## src/rtl/multicycle_control.sv

```systemverilog
// multicycle_control
// Sequencer for a multi-cycle MIPS datapath (shared ALU, unified memory
// port, register file). Decodes every datapath select/strobe from the
// current state, waits on mem_ready in the memory-access states and
// counts retired instructions.
//
// Build option: MC_CTRL_ILLEGAL_TRAP_EN
//   defined   -> an unrecognized opcode parks the FSM in TRAP with the
//                sticky illegal flag set, until reset
//   undefined -> an unrecognized opcode retires as a NOP; illegal is 0
//
// Ports
//   clk, reset          rising-edge clock, synchronous active-high reset
//   opcode, funct       IR[31:26] and IR[5:0]
//   zero                ALU zero flag (branch decision)
//   mem_ready           memory finishes the current access this cycle
//   pc_write .. alu_op  datapath strobes and mux selects
//   state               current state code (debug)
//   illegal             sticky illegal-opcode flag
//   instr_count         retired-instruction counter, wraps
//
// state     | meaning
// FETCH     | read IR from mem[PC], PC <= PC+1 when memory is ready
// DECODE    | branch target into ALUOut, pick instruction class
// MEM_ADDR  | base + offset for lw/sw
// MEM_READ  | lw data read, wait for mem_ready
// MEM_WB    | lw data into rt
// MEM_WRITE | sw data write, wait for mem_ready
// EXECUTE   | R-type ALU operation
// R_WB      | ALU result into rd
// BRANCH    | beq compare, PC <= target when zero
// JUMP      | j / jal (jal also links into r31)
// IMM_EXEC  | addi / lui / ori ALU operation
// IMM_WB    | ALU result into rt
// JR        | PC <= rs
// TRAP      | illegal opcode, halted until reset
module multicycle_control #(
  parameter int CNT_W = 32
) (
  input  logic             clk,
  input  logic             reset,
  input  logic [5:0]       opcode,
  input  logic [5:0]       funct,
  input  logic             zero,
  input  logic             mem_ready,
  output logic             pc_write,
  output logic             ir_write,
  output logic             mem_read,
  output logic             mem_write,
  output logic             iord,
  output logic             reg_write,
  output logic             alu_src_a,
  output logic [1:0]       reg_dst,
  output logic [1:0]       mem_to_reg,
  output logic [1:0]       alu_src_b,
  output logic [1:0]       pc_source,
  output logic [2:0]       alu_op,
  output logic [3:0]       state,
  output logic             illegal,
  output logic [CNT_W-1:0] instr_count
);

  typedef enum logic [3:0] {
    S_FETCH     = 4'd0,
    S_DECODE    = 4'd1,
    S_MEM_ADDR  = 4'd2,
    S_MEM_READ  = 4'd3,
    S_MEM_WB    = 4'd4,
    S_MEM_WRITE = 4'd5,
    S_EXECUTE   = 4'd6,
    S_R_WB      = 4'd7,
    S_BRANCH    = 4'd8,
    S_JUMP      = 4'd9,
    S_IMM_EXEC  = 4'd10,
    S_IMM_WB    = 4'd11,
    S_JR        = 4'd12,
    S_TRAP      = 4'd13
  } state_t;

  localparam logic [5:0] OP_RTYPE = 6'b000000;
  localparam logic [5:0] OP_J     = 6'b000010;
  localparam logic [5:0] OP_JAL   = 6'b000011;
  localparam logic [5:0] OP_BEQ   = 6'b000100;
  localparam logic [5:0] OP_ADDI  = 6'b001000;
  localparam logic [5:0] OP_ORI   = 6'b001101;
  localparam logic [5:0] OP_LUI   = 6'b001111;
  localparam logic [5:0] OP_LW    = 6'b100011;
  localparam logic [5:0] OP_SW    = 6'b101011;
  localparam logic [5:0] FN_JR    = 6'b001000;

  state_t           cur;
  logic [5:0]       op_q;
  logic [CNT_W-1:0] cnt;
`ifdef MC_CTRL_ILLEGAL_TRAP_EN
  logic             ill_q;
`endif

  always_ff @(posedge clk) begin
    if (reset) begin
      cur  <= S_FETCH;
      op_q <= '0;
      cnt  <= '0;
`ifdef MC_CTRL_ILLEGAL_TRAP_EN
      ill_q <= 1'b0;
`endif
    end else begin
      case (cur)
        S_FETCH: if (mem_ready) cur <= S_DECODE;
        S_DECODE: begin
          // IR is stable from here on; keep the opcode for the later steps
          op_q <= opcode;
          case (opcode)
            OP_LW, OP_SW: cur <= S_MEM_ADDR;
            OP_RTYPE:     cur <= (funct == FN_JR) ? S_JR : S_EXECUTE;
            OP_BEQ:       cur <= S_BRANCH;
            OP_J, OP_JAL: cur <= S_JUMP;
            OP_ADDI, OP_LUI, OP_ORI: cur <= S_IMM_EXEC;
            default: begin
`ifdef MC_CTRL_ILLEGAL_TRAP_EN
              cur   <= S_TRAP;
              ill_q <= 1'b1;
`else
              cur <= S_FETCH;
              cnt <= cnt + 1'b1;
`endif
            end
          endcase
        end
        S_MEM_ADDR: cur <= (op_q == OP_SW) ? S_MEM_WRITE : S_MEM_READ;
        S_MEM_READ: if (mem_ready) cur <= S_MEM_WB;
        S_MEM_WRITE: if (mem_ready) begin
          cur <= S_FETCH;
          cnt <= cnt + 1'b1;
        end
        S_EXECUTE:  cur <= S_R_WB;
        S_IMM_EXEC: cur <= S_IMM_WB;
        S_MEM_WB, S_R_WB, S_BRANCH, S_JUMP, S_IMM_WB, S_JR: begin
          cur <= S_FETCH;
          cnt <= cnt + 1'b1;
        end
        S_TRAP:  cur <= S_TRAP;
        default: cur <= S_FETCH;
      endcase
    end
  end

  always_comb begin
    pc_write   = 1'b0;
    ir_write   = 1'b0;
    mem_read   = 1'b0;
    mem_write  = 1'b0;
    iord       = 1'b0;
    reg_write  = 1'b0;
    alu_src_a  = 1'b0;
    reg_dst    = 2'b00;
    mem_to_reg = 2'b00;
    alu_src_b  = 2'b00;
    pc_source  = 2'b00;
    alu_op     = 3'b000;
    case (cur)
      S_FETCH: begin
        mem_read  = 1'b1;
        alu_src_b = 2'b01;
        ir_write  = mem_ready;
        pc_write  = mem_ready;
      end
      S_DECODE:   alu_src_b = 2'b11;
      S_MEM_ADDR: begin
        alu_src_a = 1'b1;
        alu_src_b = 2'b10;
      end
      S_MEM_READ: begin
        mem_read = 1'b1;
        iord     = 1'b1;
      end
      S_MEM_WB: begin
        reg_write  = 1'b1;
        mem_to_reg = 2'b01;
      end
      S_MEM_WRITE: begin
        mem_write = 1'b1;
        iord      = 1'b1;
      end
      S_EXECUTE: begin
        alu_src_a = 1'b1;
        alu_op    = 3'b010;
      end
      S_R_WB: begin
        reg_write = 1'b1;
        reg_dst   = 2'b01;
      end
      S_BRANCH: begin
        alu_src_a = 1'b1;
        alu_op    = 3'b001;
        pc_source = 2'b01;
        pc_write  = zero;
      end
      S_JUMP: begin
        pc_source = 2'b10;
        pc_write  = 1'b1;
        if (op_q == OP_JAL) begin
          reg_write  = 1'b1;
          reg_dst    = 2'b10;
          mem_to_reg = 2'b10;
        end
      end
      S_IMM_EXEC: begin
        alu_src_a = 1'b1;
        alu_src_b = 2'b10;
        case (op_q)
          OP_LUI:  alu_op = 3'b011;
          OP_ORI:  alu_op = 3'b100;
          default: alu_op = 3'b000;
        endcase
      end
      S_IMM_WB: reg_write = 1'b1;
      S_JR: begin
        pc_source = 2'b11;
        pc_write  = 1'b1;
      end
      default: ;
    endcase
    // reset must silence every side effect immediately, not one edge later
    if (reset) begin
      pc_write  = 1'b0;
      ir_write  = 1'b0;
      mem_read  = 1'b0;
      mem_write = 1'b0;
      reg_write = 1'b0;
    end
  end

  assign state       = cur;
  assign instr_count = cnt;
`ifdef MC_CTRL_ILLEGAL_TRAP_EN
  assign illegal = ill_q;
`else
  assign illegal = 1'b0;
`endif

endmodule

```

## config.mk

```make
export PLATFORM = sky130hd
export DESIGN_NAME = multicycle_control
export DESIGN_NICKNAME = d
export VERILOG_FILES = /design/src/rtl/multicycle_control.sv
export SDC_FILE = /design/constraint.sdc
export NUM_CORES = 1
export LEC_CHECK = 0
export CAP_MARGIN = 10
export CORE_AREA = 2 2 81 83
export CTS_CLUSTER_DIAMETER = 30
export DETAILED_ROUTE_END_ITERATION = 12
export DIE_AREA = 0 0 83 85
export PLACE_DENSITY = 0.8
export SLEW_MARGIN = 25
export SYNTH_ARGS = -nofsm -noshare
export SYNTH_HDL_FRONTEND = slang
export SYNTH_SLANG_ARGS = --single-unit
```

## constraint.sdc

```tcl
create_clock -name clk -period 2 [get_ports clk]
set_input_delay 0.4 -clock clk [delete_from_list [all_inputs] [get_ports clk]]
set_output_delay 0.4 -clock clk [all_outputs]
set_load 0.03 [all_outputs]
```

==> flow_summary.yaml <==
status:
  outcome: "complete, but fails checks"
  violations: "setup timing"
layout:
  post-route-util: 0.685
  drive_gt1_frac: 0.367
  finalNonFillerCells: 526
  diodes: 0
  nNetsFinal: 465
  area.growth.synth_to_final_pct: 62.3
setup_path:
  crit_path_end_kind: "flop"
  critPathCapture: "instr_count[0]"
  r2r_slack_ps: -140
  path_class: "reg -> reg"
  slowest_stage: "or4b_4"
  worstPathArrival_ps: 2300
  start_kind: "flop"
  reg2reg_depth: 8
  reg2reg_to: "instr_count[0]"
  crit_required_ps: 2170
  critical-path-top-delay-family: "simple AND/OR/NAND/NOR gates"
  slowest_delay_ps: 540
  path_cells: "or4b_4 -> or3_4 -> o211ai_4 -> buf_12 -> buf_4 -> buf_6 -> xor2_1 -> nor2_1"
  critPathMaxFanout: 7
  cp-startpoint: "state[2]"
  r2r-start: "state[2]"
  crit_buf_inv: 3
  path_depth: 8
synth:
  syn_avg_cell_area_um2: 7.81
  syn_nets: 352
  yosysWarnings: 0
  synth_flop_cell: "dfxtp_1"
  syn_inst: 335
  ys_seq_area_frac: 0.321
  syn_area_mm2: 0.00262
  ys_types: 57
  synth_edf_count: 0
  synthArstFlopShare: 0
  yosys_register_bits: 42
routing:
  wl_per_cell_um: 15.7
  drcViolationCount: 0
  ant_nets: 0
  routed_wl_mm: 8.27
  routed_via_density: 5.82
  via_count: 3060
  drt_iter0_drc: 144
  dr.pass1.iters: 4
timing:
  setup_viol: 29
  rsz0062_at_grt: "yes"
  final_max_slew_viol_count: 0
  clock.fmax_mhz: 468
  worst_pin_slew_ps: 503
  fin_crit_sh: 1.07
  min_period_ps: 2140
  hold_viol: 0
  maxSlewHeadroom: 0.665
  fin_ws_ps: -139
  fin_worst_skew_ps: 7.84
power:
  ir_drop_uv: 408
  power_frac_seq: 0.492
  p_comb_frac: 0.186
  p_leak_nw: 1.51
  clockPowerShare: 0.322
  swShare: 0.265
  power_density_mw_per_mm2: 411
  power.switching_uw: 463
  p_int_mw: 1.29
floorplanning:
  die_height_um: 85
  coreArea_mm2: 0.00620
  die_area_mm2: 0.00706
  fp.dieW_um: 83
  initial_utilization: 0.422
  rows: 29
  ios: 71
run:
  cap_violations: 0
cts:
  htree_levels: 2
  cts_buffers: 5
  tritoncts: "yes"
  clock_sinks: 42
  ctsHoldBuffers: 0
  cts_buffer_depth: 2
  clockRootBuffer: "clkbuf_8"
  clk-insertion-delay-late_ps: 290
  clk_pin_slew_ps: 80
placement:
  io_buffers: 69
  pre_cts_ws_ps: -606
  place_inst: 501
  gp_congestion: 0.882
  dpl.hpwl_mm: 5.42
hold_path:
  hp-class: "reg -> reg"
global_route:
  grt_overflow: 0
  grt_pass1_vias: 2880
  antenna_found_initial: 0
  grt_use_total: 0.228
  grt_max_degree: 45
  grt_pass1_wl_mm: 13.6
## power by group through the flow
stage / Clock [mW] / Combinational, mW / Sequential [mW]
6_report: 0.564 / 0.325 / 0.860
4_1_cts: 0.572 / 0.316 / 0.860
3_5_place_dp: 0 / 0.264 / 0.877
3_3_place_gp: 0 / 0.259 / 0.876
2_1_floorplan: 0 / 0.141 / 0.884
5_1_grt: 0.608 / 0.346 / 0.862
## stage by stage
stage               hold WS (ps)  setup TNS [ps]  power [mW]  cell area (µm²)
floorplan                    467            -598        1.03             2720
global placement             463          -17520        1.13             3700
detailed placement           471          -17920        1.14             3700
CTS                          486           -3780        1.75             4090
global route                 502           -3820        1.82             4250
finish                       483           -2030        1.75             4250
## state kept, by name, summed over array words and instances (netlist names)
name	cells
state	4
op_q	6
instr_count	32
## worst min path at each step
| stage | slack, ps | start | to | cells after the start |
|---|---|---|---|---|
| 3_5_place_dp | 470 | instr_count[31] | instr_count[31] | 2 |
| 2_1_floorplan | 470 | op_q[0] | op_q[0] | 2 |
| 4_1_cts | 490 | instr_count[31] | instr_count[31] | 2 |
| 5_1_grt | 500 | instr_count[31] | instr_count[31] | 2 |
| 3_3_place_gp | 460 | instr_count[31] | instr_count[31] | 2 |
| 6_report | 480 | instr_count[31] | instr_count[31] | 2 |
## cells by family after synthesis
logic type,share of synthesized area
adders and majority gates,0.00478
and+or+nand+nor,0.330
AOI/OAI and AO/OA,0.230
buffers and inverters,0.0660
DFF,0.321
other,0.00143
xor gates and xnor gates,0.0100
muxes,0.0363
## layout by cell type, fill, tap and decap left out, drive strengths merged, types with 2 or more instances in the layout
| master | n |
|---|---|
| a211oi | 2 |
| a21oi | 39 |
| a221oi | 2 |
| and2 | 3 |
| and3 | 6 |
| and4 | 2 |
| and4b | 2 |
| buf | 75 |
| clkbuf | 9 |
| clkdlybuf4s50 | 40 |
| dfxtp | 42 |
| dlygate4sd2 | 7 |
| dlymetal6s2s | 3 |
| inv | 9 |
| mux2i | 8 |
| nand2 | 27 |
| nand2b | 7 |
| nand3 | 13 |
| nand4 | 8 |
| nor2 | 30 |
| nor3 | 10 |
| nor4 | 8 |
| nor4bb | 2 |
| o21ai | 23 |
| o31ai | 14 |
| or3 | 18 |
| or4 | 13 |
| or4b | 2 |
| xor2 | 2 |
## cell usage after synthesis, drive strengths merged, types with 9 or more instances
| master | count | area share |
|---|---|---|
| a21oi | 39 | 0.077 |
| dfxtp | 42 | 0.32 |
| o21ai | 23 | 0.044 |
| buf | 10 | 0.036 |
| or3 | 18 | 0.045 |
| nor2 | 30 | 0.043 |
| nand3 | 13 | 0.025 |
| or4 | 13 | 0.037 |
| o31ai | 14 | 0.040 |
| inv | 9 | 0.013 |
| clkbuf | 12 | 0.017 |
| nand2 | 27 | 0.039 |
| nor3 | 10 | 0.021 |
## layout make-up
cell class,instances,area (µm²)
fillers,475,1960
multi-input cells,262,1910
repair buffers,128,1240
flip-flops and latches,42,870
well taps,77,96.3
clock buffers,7,86.3
inverters,9,36.3
clock inverters,1,5.00
## timing repair
item                                    CTS  global route
pin swaps                                35            25
resized for setup                        54            54
cloned                                    3             0
buffers inserted                         11             5
endpoints found under the setup margin   45            46
## worst min-delay path, delay by kind of cell, from the launching register on
family	cells	cell delay (ps)
AOI/OAI and AO/OA	2	100
DFF	1	330
## per-layer routing
metal	GRT usage	vias to the layer above	share of wire
li1	-	1483	-
met1	0.285	1468	0.42
met2	0.407	94	0.52
met3	0.0370	15	0.050
met4	0.0671	0	0.015
met5	0	-	0
Note: power is estimated with default switching activity, not from simulation.
